File: config.mk
export PLATFORM = sky130hd
export DESIGN_NAME = sha1_tag_dispatch
export DESIGN_NICKNAME = d
export VERILOG_FILES = /design/src/rtl/sha1_pkg.sv /design/src/rtl/sha1_rr_arbiter.sv /design/src/rtl/sha1_tag_dispatch.sv
export SDC_FILE = /design/constraint.sdc
export NUM_CORES = 1
export LEC_CHECK = 0
export BUFFER_PORTS_ARGS = -buffer_cell sky130_fd_sc_hd__buf_2
export CORE_ASPECT_RATIO = 0.6
export CORE_MARGIN = 3
export CORE_UTILIZATION = 40
export DETAILED_ROUTE_END_ITERATION = 10
export GPL_ROUTABILITY_DRIVEN = 0
export PLACE_DENSITY = 0.72
export SLEW_MARGIN = 20
export SYNTH_ARGS = -nofsm -noshare
export SYNTH_HDL_FRONTEND = slang
export SYNTH_SLANG_ARGS = --single-unit
File: constraint.sdc
create_clock -name clk -period 2.35 [get_ports clk]
set_input_delay 0.235 -clock clk [delete_from_list [all_inputs] [get_ports clk]]
set_output_delay 0.235 -clock clk [all_outputs]
set_load 0.02 [all_outputs]
File: src/rtl/sha1_pkg.sv
// Shared SHA1 result-ordering definitions: dispatcher FSM states and tag/ROB sizing.
// Latency: none (types and constants only).
// Backpressure: n/a.
package sha1_pkg;

  // Dispatcher control states
  typedef enum logic [1:0] {
    ST_WAIT_INIT = 2'd0,
    ST_IDLE      = 2'd1,
    ST_ISSUE     = 2'd2
  } disp_state_e;

  // Defaults shared with the result reorder buffer so both sides agree on sizing
  localparam int SHA1_TAG_WIDTH       = 10;
  localparam int SHA1_MAX_OUTSTANDING = 1024;

endpackage

File: src/rtl/sha1_rr_arbiter.sv
// Round-robin pick of one requesting engine, search starting after the last grant.
// Latency: grant is combinational from req; pointer updates on the clock after advance.
// Backpressure: none; grant is all-zero when nothing requests.
module sha1_rr_arbiter #(
  parameter int ENGINE_NUM = 4,
  parameter int IDX_W      = $clog2(ENGINE_NUM)
) (
  input  logic                  clk,
  input  logic                  rst_n,
  input  logic [ENGINE_NUM-1:0] req,
  input  logic                  advance,
  output logic [ENGINE_NUM-1:0] grant,
  output logic [IDX_W-1:0]      grant_idx
);

  logic [IDX_W-1:0] ptr_q;
  logic [IDX_W-1:0] ptr_d;
  logic [IDX_W-1:0] cand;
  logic             found;

  // First requester at or after the pointer, wrapping around the engine array
  always_comb begin
    grant     = '0;
    grant_idx = '0;
    found     = 1'b0;
    cand      = '0;
    for (int i = 0; i < ENGINE_NUM; i++) begin
      cand = IDX_W'((int'(ptr_q) + i) % ENGINE_NUM);
      if (!found && req[cand]) begin
        found     = 1'b1;
        grant_idx = cand;
      end
    end
    if (found) grant[grant_idx] = 1'b1;
  end

  // Move the pointer one past the engine just granted
  always_comb begin
    ptr_d = ptr_q;
    if (advance && found) begin
      ptr_d = (grant_idx == IDX_W'(ENGINE_NUM - 1)) ? '0 : grant_idx + 1'b1;
    end
  end

  // Priority pointer register; engine 0 is searched first after reset
  always_ff @(posedge clk) begin
    if (!rst_n) ptr_q <= '0;
    else        ptr_q <= ptr_d;
  end

endmodule

File: src/rtl/sha1_tag_dispatch.sv
// Stamps upstream hash jobs with sequential tags and launches them round-robin on free SHA1 engines.
// Latency: accept in cycle N, engine launch strobe in N+1; at most one job per 2 cycles.
// Backpressure: job_ready low until init, when no engine is free or outstanding tags reach ROB depth.
// Optional statistics counters are built when SHA1_TAG_DISPATCH_STAT_EN is defined.
module sha1_tag_dispatch
  import sha1_pkg::*;
#(
  parameter int TAG_WIDTH       = SHA1_TAG_WIDTH,
  parameter int ENGINE_NUM      = 4,
  parameter int JOB_WIDTH       = 32,
  parameter int MAX_OUTSTANDING = SHA1_MAX_OUTSTANDING,
  parameter int CNT_WIDTH       = $clog2(MAX_OUTSTANDING + 1)
) (
  input  logic                  clk,
  input  logic                  rst_n,
  input  logic                  init_done,
  input  logic                  job_valid,
  input  logic [JOB_WIDTH-1:0]  job_data,
  output logic                  job_ready,
  input  logic [ENGINE_NUM-1:0] eng_busy,
  output logic [ENGINE_NUM-1:0] eng_start,
  output logic [JOB_WIDTH-1:0]  eng_data,
  output logic [TAG_WIDTH-1:0]  eng_tag,
  input  logic                  credit_ret,
  output logic [CNT_WIDTH-1:0]  outstanding,
  output logic                  credit_err,
  output logic [31:0]           stat_issue_cnt,
  output logic [31:0]           stat_stall_cnt
);

  localparam int IDX_W = $clog2(ENGINE_NUM);

  disp_state_e           state_q;
  logic [ENGINE_NUM-1:0] eng_start_q;
  logic [JOB_WIDTH-1:0]  eng_data_q;
  logic [TAG_WIDTH-1:0]  eng_tag_q;
  logic [TAG_WIDTH-1:0]  next_tag_q;
  logic [CNT_WIDTH-1:0]  outstanding_q;
  logic [CNT_WIDTH-1:0]  outstanding_d;
  logic                  credit_err_q;
  logic                  credit_err_d;

  logic [ENGINE_NUM-1:0] arb_grant;
  logic [IDX_W-1:0]      arb_idx;
  logic                  issue;
  logic                  can_issue;

  // The pointer advances at accept: the next accept can only happen after the
  // launch cycle, so the effect matches moving it at launch, and the grant is
  // frozen in eng_start_q regardless of later eng_busy changes.
  sha1_rr_arbiter #(
    .ENGINE_NUM (ENGINE_NUM),
    .IDX_W      (IDX_W)
  ) u_arb (
    .clk       (clk),
    .rst_n     (rst_n),
    .req       (~eng_busy),
    .advance   (job_ready),
    .grant     (arb_grant),
    .grant_idx (arb_idx)
  );

  assign issue     = (state_q == ST_ISSUE);
  // arb_grant is non-zero exactly when some engine is free
  assign can_issue = (outstanding_q < CNT_WIDTH'(MAX_OUTSTANDING)) && (|arb_grant);
  assign job_ready = (state_q == ST_IDLE) && job_valid && can_issue;

  // Control FSM with registered launch outputs
  always_ff @(posedge clk) begin
    if (!rst_n) begin
      state_q     <= ST_WAIT_INIT;
      eng_start_q <= '0;
      eng_data_q  <= '0;
      eng_tag_q   <= '0;
      next_tag_q  <= '0;
    end else begin
      eng_start_q <= '0;
      case (state_q)
        ST_WAIT_INIT: begin
          if (init_done) state_q <= ST_IDLE;
        end
        ST_IDLE: begin
          if (job_ready) begin
            eng_start_q <= ENGINE_NUM'(1) << arb_idx;
            eng_data_q  <= job_data;
            eng_tag_q   <= next_tag_q;
            state_q     <= ST_ISSUE;
          end
        end
        ST_ISSUE: begin
          next_tag_q <= next_tag_q + 1'b1;
          state_q    <= ST_IDLE;
        end
        default: state_q <= ST_WAIT_INIT;
      endcase
    end
  end

  // Outstanding tag count: issue adds, credit removes; a credit with nothing
  // outstanding (and no launch this cycle) is an upstream error, latched sticky
  always_comb begin
    outstanding_d = outstanding_q;
    credit_err_d  = credit_err_q;
    if (issue && !credit_ret) begin
      outstanding_d = outstanding_q + 1'b1;
    end else if (!issue && credit_ret) begin
      if (outstanding_q == '0) credit_err_d  = 1'b1;
      else                     outstanding_d = outstanding_q - 1'b1;
    end
  end

  // Credit bookkeeping registers
  always_ff @(posedge clk) begin
    if (!rst_n) begin
      outstanding_q <= '0;
      credit_err_q  <= 1'b0;
    end else begin
      outstanding_q <= outstanding_d;
      credit_err_q  <= credit_err_d;
    end
  end

  // The strobe is masked while reset is held so a job caught mid-launch by
  // reset never reaches an engine
  assign eng_start   = eng_start_q & {ENGINE_NUM{rst_n}};
  assign eng_data    = eng_data_q;
  assign eng_tag     = eng_tag_q;
  assign outstanding = outstanding_q;
  assign credit_err  = credit_err_q;

`ifdef SHA1_TAG_DISPATCH_STAT_EN
  logic [31:0] stat_issue_q;
  logic [31:0] stat_stall_q;
  logic        stall;

  assign stall = (state_q == ST_IDLE) && job_valid && !job_ready;

  // Saturating issue and stall statistics
  always_ff @(posedge clk) begin
    if (!rst_n) begin
      stat_issue_q <= '0;
      stat_stall_q <= '0;
    end else begin
      if (issue && !(&stat_issue_q)) stat_issue_q <= stat_issue_q + 32'd1;
      if (stall && !(&stat_stall_q)) stat_stall_q <= stat_stall_q + 32'd1;
    end
  end

  assign stat_issue_cnt = stat_issue_q;
  assign stat_stall_cnt = stat_stall_q;
`else
  assign stat_issue_cnt = '0;
  assign stat_stall_cnt = '0;
`endif

endmodule

Word-level counts from Yosys, hierarchy flattened
Cells that the tools add are included. Widths: inputs -> output; s select.

Register bits: 72. Input port bits: 41. Output and inout port bits: 123. Logic and storage cells: 82.

Add/subtract/negate cells: 7. Magnitude comparators: 7. Equal/unequal tests: 6. Shifts and indexed selects: 1. Mux-type cells: 26. Bitwise operators: 3. Reductions and logical operators: 24.

Operator list (count): $mux 11 (3); $lt 2x3->1 const B (5); $mux 2 (7); $add 11x1->11 const B (1); $logic_not 11->1 (1); $lt 11x11->1 const B (1); $sub 11x1->11 const B (1); $add 10x1->10 const B (1); $logic_and 1x1->1 (10); $mux 1 (9); $bmux 1 s2 (4); $pmux 2 s3 (1); $reduce_and 2->1 (3); $reduce_and 3->1 (2); $logic_not 1->1 (5); $add 2x1->2 const B (2); $add 2x2->2 const B (2); $and 4x4->4 (1); $eq 2x2->1 const B (2); $mux 4 (1); $ne 2x2->1 const B (2); $not 4->4 (1); $reduce_or 4->1 (1); $shl 1x2->4 const A (1); 7 further kinds (7).

Longest topological paths before layout
Gate-level depths: netlist of run 1.

Depth after elaboration: 23. Mapped depth: 11. Gate-level depth less buffers: 10.

Modules after synthesis
Synthesis of run 1 repeated with hierarchy kept, for this count alone.

Cell total of the unflattened synthesis: 458. Area, all modules: 4023.9 µm².

By module, submodules not included: sha1_tag_dispatch (times used 1, cells an instance 425, area an instance 3754.9 µm², sequential area each 1401.3 µm²); sha1_rr_arbiter (times used 1, cells an instance 33, area an instance 269.0 µm², sequential area each 40.0 µm²).

Worst setup path before layout of run 1
OpenSTA, ideal clock, no wires.

Path kind: reg2reg. Start: register state_q[1]. End: register outstanding_q[9] (netlist: outstanding[9]). Library setup time: 0.116 ns. Arrival time: 2.415 ns. Required time: 2.234 ns. Path slack: -0.181 ns. Cell stages (with the launch flop): 12. Buffers on the path: 1. Period minus slack after synthesis: 2.531 ns. Path through: dfxtp_1 -> nor2b_1 -> buf_2 -> ha_1 -> inv_1 -> ha_1 -> a21o_1 -> a221oi_1 -> o221ai_1 -> xor2_1 -> mux2i_1 -> nor2b_1.

Longest elaborated chain between the ends: 5. Elaborated cells between the ends (all ways): 8. Classes of those cells: eq/ne: 2; mux: 1; reduce/logical: 5.

Ends and longest elaborated chain: from (decl) (RTL line sha1_tag_dispatch.sv:33) `disp_state_e state_q;`; from (signal assigned) (RTL line sha1_tag_dispatch.sv:71) `state_q <= ST_WAIT_INIT;`; from (signal assigned) (RTL line sha1_tag_dispatch.sv:80) `if (init_done) state_q <= ST_IDLE;`; from (signal assigned) (RTL line sha1_tag_dispatch.sv:87) `state_q <= ST_ISSUE;`; $eq 2x2->1 (*) (RTL line sha1_tag_dispatch.sv:63) `assign issue = (state_q == ST_ISSUE);`; $logic_not 1->1 (RTL line sha1_tag_dispatch.sv:106) `end else if (!issue && credit_ret) begin`; $logic_and 1x1->1 (RTL line sha1_tag_dispatch.sv:106); $reduce_bool 2->1 (no line); $reduce_and 2->1 (no line); to (signal assigned) (RTL line sha1_tag_dispatch.sv:118) `outstanding_q <= outstanding_d;`; to (decl) (RTL line sha1_tag_dispatch.sv:38) `logic [CNT_WIDTH-1:0] outstanding_q;`.

Every way passes the cells marked *; elsewhere a longest branch is shown, timed or not. A chain may end at the register's enable or synchronous reset.

Worst setup path after layout of run 1
Same ends and word-level chain as after synthesis.

==> flow_metrics.py, run 1 <==
metrics = {
    "clocking": {
        "tritoncts_clock_tree": "yes",
        "clock_latency_on_the_worst_skew_pair_ns": 0.33,
        "cts.path.max_buffers": 2,
        "cts-buffers-inserted": 9,
        "post_cts_setup_buffer_count": 0,
        "path_clk_slew_ns": 0.05,
        "htreeDepth": 3,
        "cts-root-buf": "sky130_fd_sc_hd__clkbuf_16",
        "clock_sink_count": 72,
    },
    "drt": {
        "drt_wl_total_mm": 8.67,
        "routed_wire_length_per_instance_um": 12.8,
        "drt_pass1_iterations": 4,
        "avgViaCountPerCell": 4.59,
        "drtIter0Drc": 147,
        "final_antenna_net_count": 0,
        "detail_route.drc_violations": 0,
        "num_vias": 3110,
    },
    "worst_setup_path": {
        "cp_slowest_cell": "sky130_fd_sc_hd__dfxtp_2",
        "path_class": "reg2reg",
        "timing.critical_path.slowest_cell_delay_ns": 0.32,
        "critical_path_arrival_ns": 2.47,
        "cp.buffers_inverters": 1,
        "critPathMaxFanout": 6,
        "cp_top_family": "compound AO/OA/AOI/OAI gates",
        "cp-start-kind": "flop",
        "critPathRequiredTime_ns": 2.57,
        "r2r_slack_ns": 0.10,
        "regToRegEndpoint": "outstanding[9]",
        "r2r.worst_path.cells": 10,
        "critical_path.cell_chain": "nor2b_4 > ha_4 > inv_2 > ha_1 > a21o_1 > a221oi_2 > o221ai_1 > xor2_1 > mux2i_1 > nor2b_1",
        "r2r_start": "state_q[1]",
        "end_kind": "flop",
    },
    "finish": {
        "num_antenna_cells": 0,
        "finalNetCount": 600,
        "filler_cell_count": 814,
        "fin_util": 0.515,
        "syn_to_final_growth_pct": 20.8,
        "share_of_post_route_cells_with_drive_strength_above_1": 0.256,
    },
    "grt": {
        "grt_pass1_wl_mm": 14.0,
        "globalRouteTotalUtil": 0.161,
        "global_route.overflow_total": 0,
        "grt_max_degree": 43,
        "antenna_found_initial": 0,
        "number_of_global_route_vias_before_repair": 2944,
    },
    "floorplan": {
        "floorplan.die.height_um": 81.1,
        "die-area_um2": 10600,
        "start_util": 0.426,
        "boundaryPins": 164,
        "fp.coreArea_um2": 8820,
        "num_rows": 26,
        "die_width_um": 131,
    },
    "synthesis": {
        "synth.top_cells.by_area": "sky130_fd_sc_hd__dfxtp_1 (38%), sky130_fd_sc_hd__buf_4 (13%), sky130_fd_sc_hd__nand2_1 (9.9%)",
        "ys.flop_type": "sky130_fd_sc_hd__dfxtp_1",
        "async_reset_ff_frac": 0,
        "synth.most_common_cell": "sky130_fd_sc_hd__nand2_1",
        "post_synth.cell_area_avg_um2": 8.40,
        "synth-seq-cells": 72,
        "synth_warnings": 0,
        "synth.yosys.seq_area_share": 0.384,
        "synth_area_um2": 3760,
        "yosysTopAreaCellShare": 0.384,
        "synth.lib_cells_used.distinct": 39,
        "most_frequent_cells_after_synthesis": "sky130_fd_sc_hd__nand2_1 (99), sky130_fd_sc_hd__dfxtp_1 (72), sky130_fd_sc_hd__buf_4 (64)",
        "syn-instance-count": 447,
        "synth_edf_count": 0,
        "synth_top_cell_by_area": "sky130_fd_sc_hd__dfxtp_1",
    },
    "placement": {
        "hpwl_mm": 6.48,
        "detailedPlace.worstSlack_ns": -0.0569,
        "place.port_buffers": 99,
    },
    "worst_hold_path": {
        "min_to": "eng_data[20]",
        "worst_hold_path_type": "in2reg",
        "hold_path_startpoint": "job_data[20]",
        "whs_path_depth": 3,
    },
    "timing": {
        "max_freq_ghz": 0.445,
        "layout_setup_ws_ns": 0.102,
        "period_needed_ns": 2.25,
        "finalHoldViolations": 0,
        "fin_hold_ws_ns": 0.157,
        "timing.final.crit_share": 0.957,
        "worst_slew_pin_slew_ns": 0.735,
        "tns_ns": 0,
        "slew_viol_final": 0,
        "fin_worst_skew_ns": 0.00662,
        "setup-violations-final": 0,
        "slew_headroom": 0.510,
    },
    "outcome": {
        "outcome": "complete, no violations",
    },
    "pwr": {
        "leakagePower_nw": 2.10,
        "powerDensity_nw_per_um2": 995,
        "irDropWorstVdd_mv": 0.400,
    },
    "run": {
        "max_cap_viol_count": 0,
    },
}
==> placed cells by master, fill, tap and decap left out, types with 7 or more instances in the layout <==
| cell type | count |
|---|---|
| sky130_fd_sc_hd__clkbuf_16 | 9 |
| sky130_fd_sc_hd__nand2b_1 | 7 |
| sky130_fd_sc_hd__inv_1 | 9 |
| sky130_fd_sc_hd__nor2b_1 | 9 |
| sky130_fd_sc_hd__nor2_1 | 10 |
| sky130_fd_sc_hd__dfxtp_1 | 70 |
| sky130_fd_sc_hd__o21ai_0 | 10 |
| sky130_fd_sc_hd__buf_4 | 9 |
| sky130_fd_sc_hd__and2_1 | 15 |
| sky130_fd_sc_hd__xnor2_1 | 14 |
| sky130_fd_sc_hd__a21oi_1 | 8 |
| sky130_fd_sc_hd__nand3_1 | 7 |
| sky130_fd_sc_hd__conb_1 | 64 |
| sky130_fd_sc_hd__nand2_1 | 99 |
| sky130_fd_sc_hd__buf_2 | 99 |
| sky130_fd_sc_hd__a21boi_0 | 45 |
==> stage by stage <==
| stage | std cells | area, µm² | total power, mW |
|---|---|---|---|
| after global routing | 677 | 4540 | 4.80 |
| after global placement | 661 | 4180 | 3.04 |
| after detailed placement | 661 | 4180 | 3.08 |
| after CTS | 677 | 4480 | 4.42 |
| after floorplan | 510 | 4020 | 2.74 |
| final | 677 | 4540 | 4.51 |
==> routing by layer <==
metal | track usage | vias up | share of wire
met4 | 0.0440 | 0 | 0.013
met3 | 0.0575 | 13 | 0.068
met1 | 0.208 | 1439 | 0.47
met5 | 0 | - | 0
li1 | - | 1541 | -
met2 | 0.259 | 117 | 0.44
==> worst max path at each step <==
| stage | startpoint | endpoint | cells after the start |
|---|---|---|---|
| after floorplan | state_q[1] | outstanding[9] | 11 |
| after global placement | state_q[1] | outstanding[9] | 10 |
| after detailed placement | state_q[1] | outstanding[9] | 10 |
| after CTS | state_q[1] | outstanding[9] | 10 |
| after global routing | state_q[1] | outstanding[10] | 11 |
| final | state_q[1] | outstanding[9] | 10 |
==> power breakdown <==
part           leakage (nW)  switching [mW]  internal [mW]
Sequential            0.586           0.134           1.34
Clock                 0.145           0.504          0.800
Combinational          1.37           0.979          0.752
==> flip-flops by register name, indices dropped and copies added, names as in the netlist <==
register / flops
credit_err: 1
outstanding: 11
eng_data: 32
eng_tag: 10
u_arb.ptr_q: 2
eng_start_q: 4
state_q: 2
next_tag_q: 10
==> logic make-up after synthesis <==
logic type	count (synthesis)	synth area share
adders and majority gates	13	0.0453
muxes	6	0.0160
and+or+nand+nor	163	0.202
DFF	72	0.384
other	1	0.000998
buffers and inverters	93	0.160
AOI/OAI and AO/OA	82	0.153
xor gates and xnor gates	17	0.0396
==> what timing repair did <==
action / CTS / global route
pin swaps: 1 / 2
hold buffers: 0 / 0
endpoints found under the setup margin: 2 / 4
resized for setup: 1 / 13
==> worst reg2reg max path, cell delays in order, from the launching register on <==
cell,delay (ns)
sky130_fd_sc_hd__dfxtp_2,0.32
sky130_fd_sc_hd__nor2b_4,0.13
sky130_fd_sc_hd__ha_4,0.17
sky130_fd_sc_hd__inv_2,0.16
sky130_fd_sc_hd__ha_1,0.26
sky130_fd_sc_hd__a21o_1,0.22
sky130_fd_sc_hd__a221oi_2,0.32
sky130_fd_sc_hd__o221ai_1,0.19
sky130_fd_sc_hd__xor2_1,0.17
sky130_fd_sc_hd__mux2i_1,0.14
sky130_fd_sc_hd__nor2b_1,0.06
==> layout make-up <==
class                      instances  area (µm²)  share of cell area
sequential                        72        1440               0.318
multi-input combinational        345        2040               0.450
clock inverter                     4        26.3             0.00579
clock buffer                      12         267              0.0587
inverter                          10        37.5             0.00827
tap                              126         158              0.0347
timing repair buffer             108         563               0.124
Note: power is estimated with default switching activity, not from simulation.
==> inputs of run 2 (changes only) <==
--- a/config.mk
+++ b/config.mk
@@ -5,13 +5,15 @@
 export SDC_FILE = /design/constraint.sdc
 export NUM_CORES = 1
 export LEC_CHECK = 0
+export ABC_AREA = 1
 export BUFFER_PORTS_ARGS = -buffer_cell sky130_fd_sc_hd__buf_2
+export CAP_MARGIN = 20
 export CORE_ASPECT_RATIO = 0.6
 export CORE_MARGIN = 3
 export CORE_UTILIZATION = 40
 export DETAILED_ROUTE_END_ITERATION = 10
 export GPL_ROUTABILITY_DRIVEN = 0
-export PLACE_DENSITY = 0.72
+export PLACE_DENSITY = 0.71
 export SLEW_MARGIN = 20
 export SYNTH_ARGS = -nofsm -noshare
 export SYNTH_HDL_FRONTEND = slang
==> flow_metrics.py, run 2 <==
metrics = {
    "outcome": {
        "outcome": "complete, no violations",
    },
    "worst_hold_path": {
        "worst_hold_path_type": "in2reg",
        "hold_path_startpoint": "job_data[27]",
    },
    "drt": {
        "num_vias": 3635,
        "drtIter0Drc": 456,
        "avgViaCountPerCell": 4.69,
        "drt_pass1_iterations": 6,
        "routed_wire_length_per_instance_um": 12.7,
        "drt_wl_total_mm": 9.88,
        "final_antenna_net_count": 0,
        "detail_route.drc_violations": 0,
    },
    "pwr": {
        "switching_share": 0.411,
        "power.net_switching_mw": 1.90,
        "p_total_mw": 4.64,
        "pwr-share-comb": 0.416,
        "leakagePower_nw": 2.43,
        "share_clk_of_total_power": 0.258,
        "powerDensity_nw_per_um2": 1010,
        "irDropWorstVdd_mv": 0.401,
        "p_int_mw": 2.73,
        "power.sequential.fraction": 0.326,
    },
    "worst_setup_path": {
        "cp-start-kind": "flop",
        "end_kind": "flop",
        "r2r_start": "state_q[1]",
        "critPathMaxFanout": 10,
        "critical_path_arrival_ns": 2.43,
        "path_class": "reg2reg",
        "crit_start": "state_q[1]",
        "critPathRequiredTime_ns": 2.57,
    },
    "placement": {
        "hpwl_mm": 7.18,
        "numPlacedInstances": 759,
        "place.port_buffers": 99,
        "placed_cell_area_um2": 4240,
    },
    "synthesis": {
        "synth_warnings": 0,
        "synth.most_common_cell": "sky130_fd_sc_hd__nand2_1",
        "synth.lib_cells_used.distinct": 31,
        "yosysTopAreaCellShare": 0.372,
        "synth.top_cells.by_area": "sky130_fd_sc_hd__dfxtp_1 (37%), sky130_fd_sc_hd__nand2_1 (15%), sky130_fd_sc_hd__buf_4 (13%)",
        "syn-instance-count": 543,
        "async_reset_ff_frac": 0,
        "synth_edf_count": 0,
        "synth-seq-cells": 72,
        "synth_area_um2": 3870,
        "post_synth.cell_area_avg_um2": 7.13,
        "synth.yosys.seq_area_share": 0.372,
        "most_frequent_cells_after_synthesis": "sky130_fd_sc_hd__nand2_1 (154), sky130_fd_sc_hd__dfxtp_1 (72), sky130_fd_sc_hd__buf_4 (68)",
        "ys.flop_type": "sky130_fd_sc_hd__dfxtp_1",
        "synth_top_cell_by_area": "sky130_fd_sc_hd__dfxtp_1",
    },
    "clocking": {
        "clock_sink_count": 72,
        "path_clk_slew_ns": 0.06,
        "tritoncts_clock_tree": "yes",
        "cts-root-buf": "sky130_fd_sc_hd__clkbuf_16",
        "ctsHoldBuffers": 0,
        "clock_latency_on_the_worst_skew_pair_ns": 0.32,
        "htreeDepth": 3,
        "cts-buffers-inserted": 9,
        "cts.path.max_buffers": 2,
    },
    "timing": {
        "fin_worst_skew_ns": 0.00580,
        "period_needed_ns": 2.21,
        "slew_viol_final": 0,
        "timing.final.crit_share": 0.942,
        "max_freq_ghz": 0.452,
        "worst_slew_pin_slew_ns": 0.642,
        "slew_headroom": 0.572,
        "tns_ns": 0,
        "finalHoldViolations": 0,
        "setup-violations-final": 0,
    },
    "floorplan": {
        "boundaryPins": 164,
        "floorplan.die.height_um": 82.2,
        "start_util": 0.417,
        "fp.coreArea_um2": 9290,
        "num_rows": 27,
        "die_width_um": 133,
        "die-area_um2": 10900,
    },
    "finish": {
        "finalNetCount": 694,
        "share_of_post_route_cells_with_drive_strength_above_1": 0.211,
        "final_common_cell": "sky130_fd_sc_hd__nand2_1",
        "largest_reg_flops": 32,
        "instances_no_fill": 775,
        "syn_to_final_growth_pct": 18.3,
        "most-common-layout-cells": "sky130_fd_sc_hd__nand2_1 (154), sky130_fd_sc_hd__buf_2 (99), sky130_fd_sc_hd__dfxtp_1 (72), sky130_fd_sc_hd__conb_1 (64), sky130_fd_sc_hd__nand3_1 (56)",
        "num_antenna_cells": 0,
        "finalInstanceArea_um2": 4580,
    },
    "grt": {
        "grt_pass1_wl_mm": 14.9,
        "grt_max_degree": 64,
        "number_of_global_route_vias_before_repair": 3170,
        "global_route.overflow_total": 0,
        "antenna_found_initial": 0,
        "globalRouteTotalUtil": 0.168,
    },
    "run": {
        "max_cap_viol_count": 0,
    },
}
## run 2: changes by cell type in the layout (fill, tap and decap cells not counted), sizes merged, moves of 8 or more
cell    delta
nand2     +57
nand3     +49
a21boi    -45
inv       +34
nor2      +25
o21ai     +19
a21oi     +18
and2      -15
xnor2     -11
nor2b     -10
nand2b     -8
## run 2: through the flow
step | util | setup WS (ns) | hold slack [ns]
after CTS | 0.484 | 0.0546 | 0.0880
final | 0.493 | 0.135 | 0.0972
after global routing | 0.493 | -0.0444 | 0.0931
after detailed placement | 0.456 | -0.00677 | 0.430
after global placement | 0.456 | 0.0856 | 0.421
after floorplan | - | 0.318 | 0.338
## run 2: power groups by stage
stage                     sequential (mW)  combinational (mW)  clock [mW]
final                                1.51                1.93        1.20
after global placement               1.51                1.72           0
after floorplan                      1.66                1.24           0
after CTS                            1.49                1.77        1.23
after global routing                 1.53                2.12        1.28
after detailed placement             1.52                1.76           0
## run 2: kinds of logic (layout without fill, tap and decap cells)
group	after synthesis	after routing	synth area share
AND/OR/NAND/NOR	260	260	0.292
AO/OA/AOI/OAI	63	63	0.0840
adder cells (fa/ha/maj)	13	13	0.0439
buffers and inverters	127	166	0.191
other	1	64	0.000968
flip-flops	72	72	0.372
XOR/XNOR	7	7	0.0158
## run 2: layout make-up
class | instances | area (µm²)
multi-input combinational | 407 | 2010
fill | 904 | 4710
tap | 130 | 163
clock inverter | 3 | 18.8
inverter | 46 | 178
sequential | 72 | 1440
timing repair buffer | 104 | 533
clock buffer | 13 | 240
## run 2: critical path, cell delays in order (launching register included)
cell and delay, ns:
sky130_fd_sc_hd__dfxtp_1 0.31, sky130_fd_sc_hd__inv_1 0.10, sky130_fd_sc_hd__nor2_4 0.06, sky130_fd_sc_hd__ha_4 0.18, sky130_fd_sc_hd__inv_4 0.16, sky130_fd_sc_hd__ha_2 0.34
sky130_fd_sc_hd__a21oi_1 0.26, sky130_fd_sc_hd__o21ai_0 0.14, sky130_fd_sc_hd__a21oi_1 0.13, sky130_fd_sc_hd__nand3_1 0.10, sky130_fd_sc_hd__nand2_1 0.07, sky130_fd_sc_hd__nand2_1 0.04
sky130_fd_sc_hd__o21ai_0 0.15, sky130_fd_sc_hd__inv_1 0.05
## run 2: path summary, 6_finish.rpt
path / slack, ns / depth (start not counted) / to
max: 0.14 / 13 / outstanding[9]
min: 0.1 / 3 / eng_data[27]
max reg2reg: 0.14 / 13 / outstanding[9]
min reg2reg: 0.45 / 2 / credit_err
## run 2: layer usage
metal	vias to the layer above	global-route usage	share of wire
met1	1632	0.211	0.45
met5	-	0	0
met3	16	0.0508	0.082
met2	178	0.273	0.45
li1	1809	-	-
met4	0	0.0664	0.012
## run 2: repair_timing
item | CTS | global route
setup endpoints to repair | 1 | 9
buffers inserted | 0 | 0
resized for setup | 1 | 17
==> inputs of run 3 (changes only) <==
--- a/config.mk
+++ b/config.mk
@@ -6,8 +6,8 @@
 export NUM_CORES = 1
 export LEC_CHECK = 0
 export ABC_AREA = 1
-export BUFFER_PORTS_ARGS = -buffer_cell sky130_fd_sc_hd__buf_2
-export CAP_MARGIN = 20
+export BUFFER_PORTS_ARGS = -buffer_cell sky130_fd_sc_hd__buf_4
+export CAP_MARGIN = 0
 export CORE_ASPECT_RATIO = 0.6
 export CORE_MARGIN = 3
 export CORE_UTILIZATION = 40
==> flow_metrics.py, run 3 (same netlist as run 2, synthesis figures left out) <==
metrics = {
    "placement": {
        "numPlacedInstances": 761,
        "place.port_buffers": 99,
        "placed_cell_area_um2": 4500,
        "hpwl_mm": 7.20,
        "detailedPlace.worstSlack_ns": -0.0513,
    },
    "clocking": {
        "cts.path.max_buffers": 2,
        "htreeDepth": 3,
        "clock_sink_count": 72,
        "cts-root-buf": "sky130_fd_sc_hd__clkbuf_16",
        "ctsHoldBuffers": 0,
        "cts-buffers-inserted": 9,
        "clock_latency_on_the_worst_skew_pair_ns": 0.32,
        "path_clk_slew_ns": 0.06,
        "tritoncts_clock_tree": "yes",
    },
    "drt": {
        "drtIter0Drc": 231,
        "detail_route.drc_violations": 0,
        "routed_wire_length_per_instance_um": 12.1,
        "avgViaCountPerCell": 4.48,
        "final_antenna_net_count": 0,
        "num_vias": 3488,
        "drt_pass1_iterations": 5,
        "drt_wl_total_mm": 9.42,
    },
    "floorplan": {
        "floorplan.die.height_um": 82.2,
        "fp.coreArea_um2": 9290,
        "start_util": 0.417,
        "die_width_um": 133,
        "num_rows": 27,
        "boundaryPins": 164,
        "die-area_um2": 10900,
    },
    "worst_setup_path": {
        "timing.critical_path.depth": 10,
        "critPathRequiredTime_ns": 2.55,
        "critical_path_arrival_ns": 2.40,
        "r2r.worst_path.cells": 10,
        "critical_path.cell_chain": "inv_1 > nor2_4 > ha_4 > inv_2 > ha_2 > nand2_1 > o21ai_0 > a21oi_1 > xor2_1 > a21oi_1",
        "cp-start-kind": "flop",
        "path_class": "reg2reg",
        "timing.critical_path.slowest_cell_delay_ns": 0.41,
        "cp_top_family": "adder cells",
        "end_kind": "flop",
        "cp.buffers_inverters": 2,
        "cp_slowest_cell": "sky130_fd_sc_hd__ha_2",
        "timing.critical_path.mode_cell": "sky130_fd_sc_hd__a21oi_1",
        "critPathMaxFanout": 10,
    },
    "finish": {
        "final_common_cell": "sky130_fd_sc_hd__nand2_1",
        "fin_util": 0.526,
        "syn_to_final_growth_pct": 26.3,
        "finalInstanceArea_um2": 4890,
        "filler_cell_count": 871,
        "largest_reg_flops": 32,
        "instances_no_fill": 779,
        "share_of_post_route_cells_with_drive_strength_above_1": 0.220,
        "num_antenna_cells": 0,
        "multi_input_area_um2": 1990,
        "finalNetCount": 698,
        "area.sequential_um2": 1440,
        "most-common-layout-cells": "sky130_fd_sc_hd__nand2_1 (154), sky130_fd_sc_hd__buf_4 (107), sky130_fd_sc_hd__dfxtp_1 (71), sky130_fd_sc_hd__conb_1 (64), sky130_fd_sc_hd__nand3_1 (56)",
    },
    "grt": {
        "grt_max_degree": 33,
        "grt_pass1_wl_mm": 14.6,
        "number_of_global_route_vias_before_repair": 3081,
        "globalRouteTotalUtil": 0.164,
        "global_route.overflow_total": 0,
        "antenna_found_initial": 0,
    },
    "pwr": {
        "p_total_mw": 4.84,
        "irDropWorstVdd_mv": 0.439,
        "leakagePower_nw": 2.50,
        "powerDensity_nw_per_um2": 991,
    },
    "timing": {
        "fin_hold_ws_ns": 0.0963,
        "fin_worst_skew_ns": 0.00558,
        "period_needed_ns": 2.20,
        "finalHoldViolations": 0,
        "max_freq_ghz": 0.454,
        "setup-violations-final": 0,
        "timing.final.crit_share": 0.937,
        "tns_ns": 0,
        "layout_setup_ws_ns": 0.148,
        "slew_viol_final": 0,
    },
    "worst_hold_path": {
        "worst_hold_path_type": "in2reg",
        "whs_path_depth": 3,
    },
    "outcome": {
        "outcome": "complete, no violations",
    },
    "run": {
        "max_cap_viol_count": 0,
    },
}
==> run 3: cell types whose count changed in the layout (fill, tap and decap cells not counted), sizes merged <==
cell | previous run | this run
buf | 104 | 107
clkbuf | 13 | 12
bufinv | 0 | 1
clkinvlp | 0 | 3
clkinv | 4 | 2
==> run 3: layer usage <==
layer	vias to the layer above	GRT usage	share of wire
met4	0	0.0508	0.0095
met2	125	0.259	0.45
met3	7	0.0508	0.074
met1	1547	0.219	0.47
met5	-	0	0
li1	1809	-	-
==> run 3: layout make-up <==
type                    count  share of cell area
repair inverters            1             0.00154
inverters                  46              0.0361
flip-flops and latches     72               0.295
clock inverters             4              0.0105
multi-input cells         407               0.407
clock buffers              12              0.0525
repair buffers            107               0.164
well taps                 130              0.0333
==> run 3: path summary, 6_finish.rpt <==
kind,from,endpoint,slack [ns]
worst max-delay path,state_q[1],outstanding[7],0.15
worst min-delay path,job_data[29],eng_data[29],0.1
worst max register to register,state_q[1],outstanding[7],0.15
worst min register to register,credit_err,credit_err,0.45
==> run 3: worst reg2reg max path: cells and delay by family (launching register included) <==
family | cells | cell delay, ns
AO/OA/AOI/OAI | 3 | 0.56
XOR/XNOR | 1 | 0.17
adder cells (fa/ha/maj) | 2 | 0.60
buffers and inverters | 2 | 0.19
flip-flops | 1 | 0.33
AND/OR/NAND/NOR | 2 | 0.24
==> run 3: timing repair <==
| item | 4_1_cts | 5_1_grt |
|---|---|---|
| buffers inserted | 0 | 1 |
| cloned | 0 | 1 |
| setup endpoints to repair | 1 | 8 |
| resized for setup | 1 | 15 |
==> run 3: power by group <==
group / internal (mW) / switching [mW]
clock: 0.881 / 0.495
combinational: 0.720 / 1.24
sequential: 1.37 / 0.139
total: 2.97 / 1.87
